--- config.mk ---
export PLATFORM = sky130hd
export DESIGN_NAME = pipeline_fifo_flat
export DESIGN_NICKNAME = d
export VERILOG_FILES = /design/src/rtl/pipeline_fifo_if.sv /design/src/rtl/pipeline_fifo.sv /design/src/flat_wrapper.sv
export SDC_FILE = /design/constraint.sdc
export NUM_CORES = 1
export LEC_CHECK = 0
export BUFFER_PORTS_ARGS = -buffer_cell sky130_fd_sc_hd__clkbuf_2
export CELL_PAD_IN_SITES_DETAIL_PLACEMENT = 0
export CELL_PAD_IN_SITES_GLOBAL_PLACEMENT = 2
export CORE_MARGIN = 5
export CORE_UTILIZATION = 40
export CTS_CLUSTER_SIZE = 40
export DETAILED_ROUTE_END_ITERATION = 7
export GPL_TIMING_DRIVEN = 0
export PLACE_DENSITY = 0.86
export SLEW_MARGIN = 30
export SYNTH_ARGS = -nofsm -noshare
export SYNTH_HDL_FRONTEND = slang
export SYNTH_SLANG_ARGS = --single-unit
export TNS_END_PERCENT = 30
--- constraint.sdc ---
create_clock -name clk -period 4.02 [get_ports clk]
set_input_delay 0.603 -clock clk [delete_from_list [all_inputs] [get_ports clk]]
set_output_delay 0.603 -clock clk [all_outputs]
set_load 0.01 [all_outputs]
--- src/rtl/pipeline_fifo_if.sv ---
// Handshake bundle between a producer/consumer pair and pipeline_fifo.
// The master side drives requests and payload; the slave side is the FIFO.
interface pipeline_fifo_if #(
    parameter int WIDTH = 4,
    parameter int DEPTH = 4
);
    localparam int CNT_W = $clog2(DEPTH + 1);

    logic             enq_en;
    logic [WIDTH-1:0] enq_data;
    logic             not_full;
    logic             deq_en;
    logic [WIDTH-1:0] first;
    logic             not_empty;
    logic             clear;
    logic [CNT_W-1:0] count;

    modport master (
        output enq_en,
        output enq_data,
        output deq_en,
        output clear,
        input  not_full,
        input  first,
        input  not_empty,
        input  count
    );

    modport slave (
        input  enq_en,
        input  enq_data,
        input  deq_en,
        input  clear,
        output not_full,
        output first,
        output not_empty,
        output count
    );
endinterface

--- src/rtl/pipeline_fifo.sv ---
// Pipeline FIFO with deq < enq < clear ordering inside one cycle: a dequeue
// in the same cycle frees the slot an enqueue needs, so a full FIFO still streams.
module pipeline_fifo #(
    parameter int WIDTH = 4,
    parameter int DEPTH = 4
) (
    input  logic            clk,
    input  logic            rst_n,
    pipeline_fifo_if.slave  fifo
);
    localparam int PTR_W = $clog2(DEPTH);
    localparam int CNT_W = $clog2(DEPTH + 1);

    typedef logic [PTR_W-1:0] ptr_t;

    logic [WIDTH-1:0] mem_q [DEPTH];

    ptr_t enq_ptr_q;
    ptr_t enq_ptr_d;
    ptr_t deq_ptr_q;
    ptr_t deq_ptr_d;
    logic empty_q;
    logic empty_d;
    logic full_q;
    logic full_d;

    logic             deq_fire_s;
    logic             enq_fire_s;
    logic             not_full_s;
    logic             mem_we_s;
    ptr_t             enq_ptr_inc_s;
    ptr_t             deq_ptr_inc_s;
    ptr_t             ptr_diff_s;
    logic [CNT_W-1:0] count_s;

    // Handshake decode: deq sees registered state, enq sees the post-deq view.
    always_comb begin
        deq_fire_s    = fifo.deq_en & ~empty_q;
        not_full_s    = ~full_q | deq_fire_s;
        enq_fire_s    = fifo.enq_en & not_full_s;
        mem_we_s      = enq_fire_s & ~fifo.clear;
        enq_ptr_inc_s = enq_ptr_q + ptr_t'(1);
        deq_ptr_inc_s = deq_ptr_q + ptr_t'(1);
        ptr_diff_s    = enq_ptr_q - deq_ptr_q;
        if (full_q) begin
            count_s = CNT_W'(DEPTH);
        end else begin
            count_s = CNT_W'(ptr_diff_s);
        end
    end

    // Next-state for pointers and flags; clear lands on the reset state.
    always_comb begin
        enq_ptr_d = enq_ptr_q;
        deq_ptr_d = deq_ptr_q;
        empty_d   = empty_q;
        full_d    = full_q;
        if (fifo.clear) begin
            enq_ptr_d = '0;
            deq_ptr_d = '0;
            empty_d   = 1'b1;
            full_d    = 1'b0;
        end else begin
            case ({enq_fire_s, deq_fire_s})
                2'b10: begin
                    enq_ptr_d = enq_ptr_inc_s;
                    empty_d   = 1'b0;
                    full_d    = (enq_ptr_inc_s == deq_ptr_q);
                end
                2'b01: begin
                    deq_ptr_d = deq_ptr_inc_s;
                    full_d    = 1'b0;
                    empty_d   = (deq_ptr_inc_s == enq_ptr_q);
                end
                2'b11: begin
                    // Occupancy is unchanged, so both flags simply hold.
                    enq_ptr_d = enq_ptr_inc_s;
                    deq_ptr_d = deq_ptr_inc_s;
                end
                default: begin
                    enq_ptr_d = enq_ptr_q;
                    deq_ptr_d = deq_ptr_q;
                end
            endcase
        end
    end

    // Pointer and flag registers.
    always_ff @(posedge clk or negedge rst_n) begin
        if (!rst_n) begin
            enq_ptr_q <= '0;
            deq_ptr_q <= '0;
            empty_q   <= 1'b1;
            full_q    <= 1'b0;
        end else begin
            enq_ptr_q <= enq_ptr_d;
            deq_ptr_q <= deq_ptr_d;
            empty_q   <= empty_d;
            full_q    <= full_d;
        end
    end

    // Payload storage; left unreset since flags alone define validity.
    always_ff @(posedge clk) begin
        if (mem_we_s) begin
            mem_q[enq_ptr_q] <= fifo.enq_data;
        end
    end

    assign fifo.not_empty = ~empty_q;
    assign fifo.first     = mem_q[deq_ptr_q];
    assign fifo.not_full  = not_full_s;
    assign fifo.count     = count_s;
endmodule

--- src/flat_wrapper.sv ---
// flat-port wrapper written by rule: the top's interface ports become plain ports
module pipeline_fifo_flat 
#(
    parameter int WIDTH = 4,
    parameter int DEPTH = 4
)
  (clk, rst_n, fifo_enq_en, fifo_enq_data, fifo_deq_en, fifo_clear, fifo_not_full, fifo_first, fifo_not_empty, fifo_count);
  pipeline_fifo_if #(.WIDTH(WIDTH), .DEPTH(DEPTH)) fifo_i ();
  input  logic clk;
  input  logic rst_n;
  input wire logic [$bits(fifo_i.enq_en)-1:0] fifo_enq_en;
  input wire logic [$bits(fifo_i.enq_data)-1:0] fifo_enq_data;
  input wire logic [$bits(fifo_i.deq_en)-1:0] fifo_deq_en;
  input wire logic [$bits(fifo_i.clear)-1:0] fifo_clear;
  output wire logic [$bits(fifo_i.not_full)-1:0] fifo_not_full;
  output wire logic [$bits(fifo_i.first)-1:0] fifo_first;
  output wire logic [$bits(fifo_i.not_empty)-1:0] fifo_not_empty;
  output wire logic [$bits(fifo_i.count)-1:0] fifo_count;
  assign fifo_i.enq_en = fifo_enq_en;
  assign fifo_i.enq_data = fifo_enq_data;
  assign fifo_i.deq_en = fifo_deq_en;
  assign fifo_i.clear = fifo_clear;
  assign fifo_not_full = fifo_i.not_full;
  assign fifo_first = fifo_i.first;
  assign fifo_not_empty = fifo_i.not_empty;
  assign fifo_count = fifo_i.count;
  pipeline_fifo #(.WIDTH(WIDTH), .DEPTH(DEPTH)) u_core (.clk(clk), .rst_n(rst_n), .fifo(fifo_i));
endmodule
* Word-level counts from Yosys, hierarchy flattened *
Memory sizes are Yosys's and may differ from the RTL's.
Cells that the tools add are included.

word-level totals
  RAM bits = 16
  register bits after elaboration = 6
  memories = 1

memory list
  memory        depth  width  read ports  clocked after Yosys merged registers in  write ports  line                 text
  u_core.mem_q  4      4      1           0                                        1            pipeline_fifo.sv:16  logic [WIDTH-1:0] mem_q [DEPTH];

cells by class
  reductions and logical operators = 5
  bitwise gates (word level) = 7
  eq/ne operators = 5
  muxes and demuxes = 11
  $add $sub $neg = 3

operators with widths
  kind                                                              number
  2-bit 2-to-1 mux                                                  4
  2-bit by 1-bit adder with 2-bit output (second input constant)    2
  2-bit == test                                                     2
  2-bit == test (second input constant)                             2
  1-bit 2-to-1 mux                                                  4
  1-bit case mux with 2 select lines                                2
  2-bit nonzero test                                                2
  2-bit OR reduction                                                2
  1-bit bitwise AND                                                 3
  3-bit 2-to-1 mux                                                  1
  1-bit inverter                                                    3
  3-bit nonzero test                                                1
  2-bit by 1-bit == test with 1-bit output (second input constant)  1
  2-bit subtractor                                                  1
  1-bit bitwise OR                                                  1

* Longest topological paths before layout *
  depth in word-level cells = 8
  gate-level depth with buffers = 5
  depth with buffers taken out = 5

* Least setup slack after synthesis *
Ideal clock, no wire load.

  kind = register to output
  start point = reg u_core.deq_ptr_q[0]
  end point = out fifo_first[2]
  cell stages (with the launch flop) = 3
  data arrival time = 1,077 ps
  buffers on the path = 1
  slack = 2,340 ps
  data required time = 3,417 ps
  cells stage by stage = dfrtp_1 -> buf_6 -> mux4_1

on the way
  longest elaborated chain between the ends = 1

RTL lines
  element                   line                 text
  start: declaration        pipeline_fifo.sv:20  ptr_t deq_ptr_q;
  start signal: assignment  pipeline_fifo.sv:97  deq_ptr_q <= deq_ptr_d;
  memory 4 x 4 bit          --
  end: declaration          flat_wrapper.sv:16   output wire logic [$bits(fifo_i.first)-1:0] fifo_first;

No other way between the ends.

* Final worst setup path *
Ends and elaborated chain as after synthesis.

==> reports/qor.yml <==
status: "completed"
p_leak_nw: 0.510
post-dp-hpwl_um: 1340
crit_path_start_kind: "flop"
synth.most_common_cell: "edfxtp_1"
htree_levels: 1
yosysSeqAreaShare: 0.601
coreArea_um2: 2500
synth_top_area_frac: 0.457
power_density_nw_per_um2: 425
nFillCells: 217
crit_fanout: 7
tritoncts: "built"
tightest_slew_ns: 0.238
reg2reg_slack_ns: 2.49
slowest_stage: "mux4_1"
grt_overflow: 0
area_growth_pct: 16.7
dpl.cell_count: 113
die_area_um2: 3750
final_nets: 102
rr_endpoint: "u_core.mem_q[2][1]"
num_rows: 18
antenna_found_initial: 0
synth_cell_types: 25
synth_area_leaders: "edfxtp_1, dfrtp_1, mux4_2"
finalSetupTns_ns: 0
vdd_drop_max_uv: 198
postCtsHoldBufs: 0
synth_cells: 66
cts-root-buf: "clkbuf_4"
ys_warn_count: 0
finClkSkew_ns: 0.0115
cp.arrival_ns: 1.57
num_antenna_cells: 0
viasPerCell: 4.81
die_w_um: 61.3
die_h_um: 61.3
cts_setup_buffers: 0
cap_violations: 0
slowest_delay_ns: 0.55
synth.net_count: 80
cts_made_buffers: 3
io_pins: 18
slew_headroom: 0.839
synth_top_area_cell: "edfxtp_1"
end_kind: "primary output"
synth-seq-cells: 22
clockBufferDepth: 2
layout_min_cycle_time_ns: 2.18
grt_usage: 0.106
clk_pin_slew_ns: 0.13
synth_area_um2: 1050
initial_core_util: 0.420
finalSetupViolCount: 0
hp-class: "input pin to async pin"
crit_type: "flop to primary output"
ys_top_cells_by_count: "edfxtp_1, nor2_1, dfrtp_1, ha_1, and2_1"
grt_pass1_vias: 608
clock.fmax_mhz: 460
ys.flop_type: "edfxtp_1"
num_vias: 563
avgSynthCellArea_um2: 15.9
first_pass_iters: 3
cts.sinks: 22
drt_iter0_markers: 3
wl_per_cell_um: 14.5
post_cts_resized: 0
final_antenna_net_count: 0
drc: 0
layout-drive-gt1-share: 0.368
period_share: 0.541
synth-edff-count: 16
insertion_delay_ns: 0.31
critical_path_required_ns: 3.42
drv_slew: 0
worstReg2RegStart: "u_core.empty_q"
fin_cells: 117
drt_wl_total_um: 1700
grt_max_degree: 14
ys_async_sr_fraction: 0.273
hold_viol: 0
critical_path.cell_chain: "buf_6 > mux4_1 > clkbuf_2"
portBuffers: 17
grt_pass1_wl_um: 2790
place_congestion: 0.750
r2r_cells: 4
rsz0062_at_grt: "false"
[worst max-delay path, delay by kind of cell, from the launching register on]
kind / cells / cell delay, ns
buffers and inverters: 2 / 0.30
flip-flops: 1 / 0.41
multiplexers: 1 / 0.55
[final cells by class]
| type | instances | area, um^2 | area share |
|---|---|---|---|
| multi-input cells | 38 | 378 | 0.308 |
| plain buffers | 3 | 30.0 | 0.0245 |
| clock inverters | 1 | 30.0 | 0.0245 |
| well taps | 30 | 37.5 | 0.0306 |
| flip-flops and latches | 22 | 632 | 0.515 |
| inverters | 3 | 11.3 | 0.00918 |
| clock buffers | 3 | 22.5 | 0.0184 |
| repair buffers | 17 | 85.1 | 0.0694 |
[kinds of logic after synthesis]
kind of cell | synth area share
AND/OR/NAND/NOR | 0.0881
adder cells (fa/ha/maj) | 0.0595
multiplexers | 0.0988
XOR/XNOR | 0.0655
flip-flops | 0.601
AO/OA/AOI/OAI | 0.0476
buffers and inverters | 0.0393
[report_power, final]
part / leakage (nW) / switching [W] / total [W] / internal [W]
Sequential: 0.223 / 0.00000915 / 0.000266 / 0.000257
Clock: 0.0279 / 0.0000673 / 0.000168 / 0.000101
Combinational: 0.258 / 0.0000446 / 0.0000873 / 0.0000427
Total: 0.510 / 0.000121 / 0.000521 / 0.000400
[layer usage]
layer  track usage  vias up  share of wire
met5             0        -              0
met4        0.0557        0         0.0088
met3        0.0189        2          0.028
met2         0.172        5           0.55
met1         0.133      279           0.42
li1              -      277              -
[sequential cells by signal (all words and copies together) (netlist names)]
name              count
u_core.mem_q         16
u_core.full_q         1
u_core.empty_q        1
u_core.enq_ptr_q      2
u_core.deq_ptr_q      2
[how the worst max path moves through the flow]
stage / startpoint / end / slack, ns / cells after the start
after floorplan: u_core.deq_ptr_q[0] / fifo_first[2] / 2.34 / 2
after global routing: u_core.deq_ptr_q[0] / fifo_first[2] / 1.77 / 3
final: u_core.deq_ptr_q[0] / fifo_first[2] / 1.84 / 3
after CTS: u_core.deq_ptr_q[0] / fifo_first[2] / 1.83 / 3
after detailed placement: u_core.deq_ptr_q[0] / fifo_first[2] / 2.19 / 3
after global placement: u_core.deq_ptr_q[0] / fifo_first[2] / 2.20 / 3
[per-stage QoR]
stage	cell area [um^2]	total power (W)	hold WS, ns	setup WS [ns]	util
after detailed placement	1170	0.000360	0.448	2.19	0.469
after global placement	1170	0.000359	0.442	2.20	0.469
after global routing	1230	0.000549	0.0855	1.77	0.490
final	1230	0.000521	0.0982	1.84	0.490
after floorplan	1050	0.000329	0.307	2.34	-
after CTS	1230	0.000528	0.0944	1.83	0.490
[layout by cell type (no fill, tap or decap), drive strengths merged, types with 2 or more instances in the layout]
master	netlist	final
xor2	4	4
xnor2	3	3
nor2	6	6
clkbuf	0	20
edfxtp	16	16
mux4	4	4
buf	3	3
nand2b	2	2
inv	3	3
dfrtp	5	5
a21oi	2	2
and2	4	4
ha	5	5
Power figures use the tool's default switching activity.
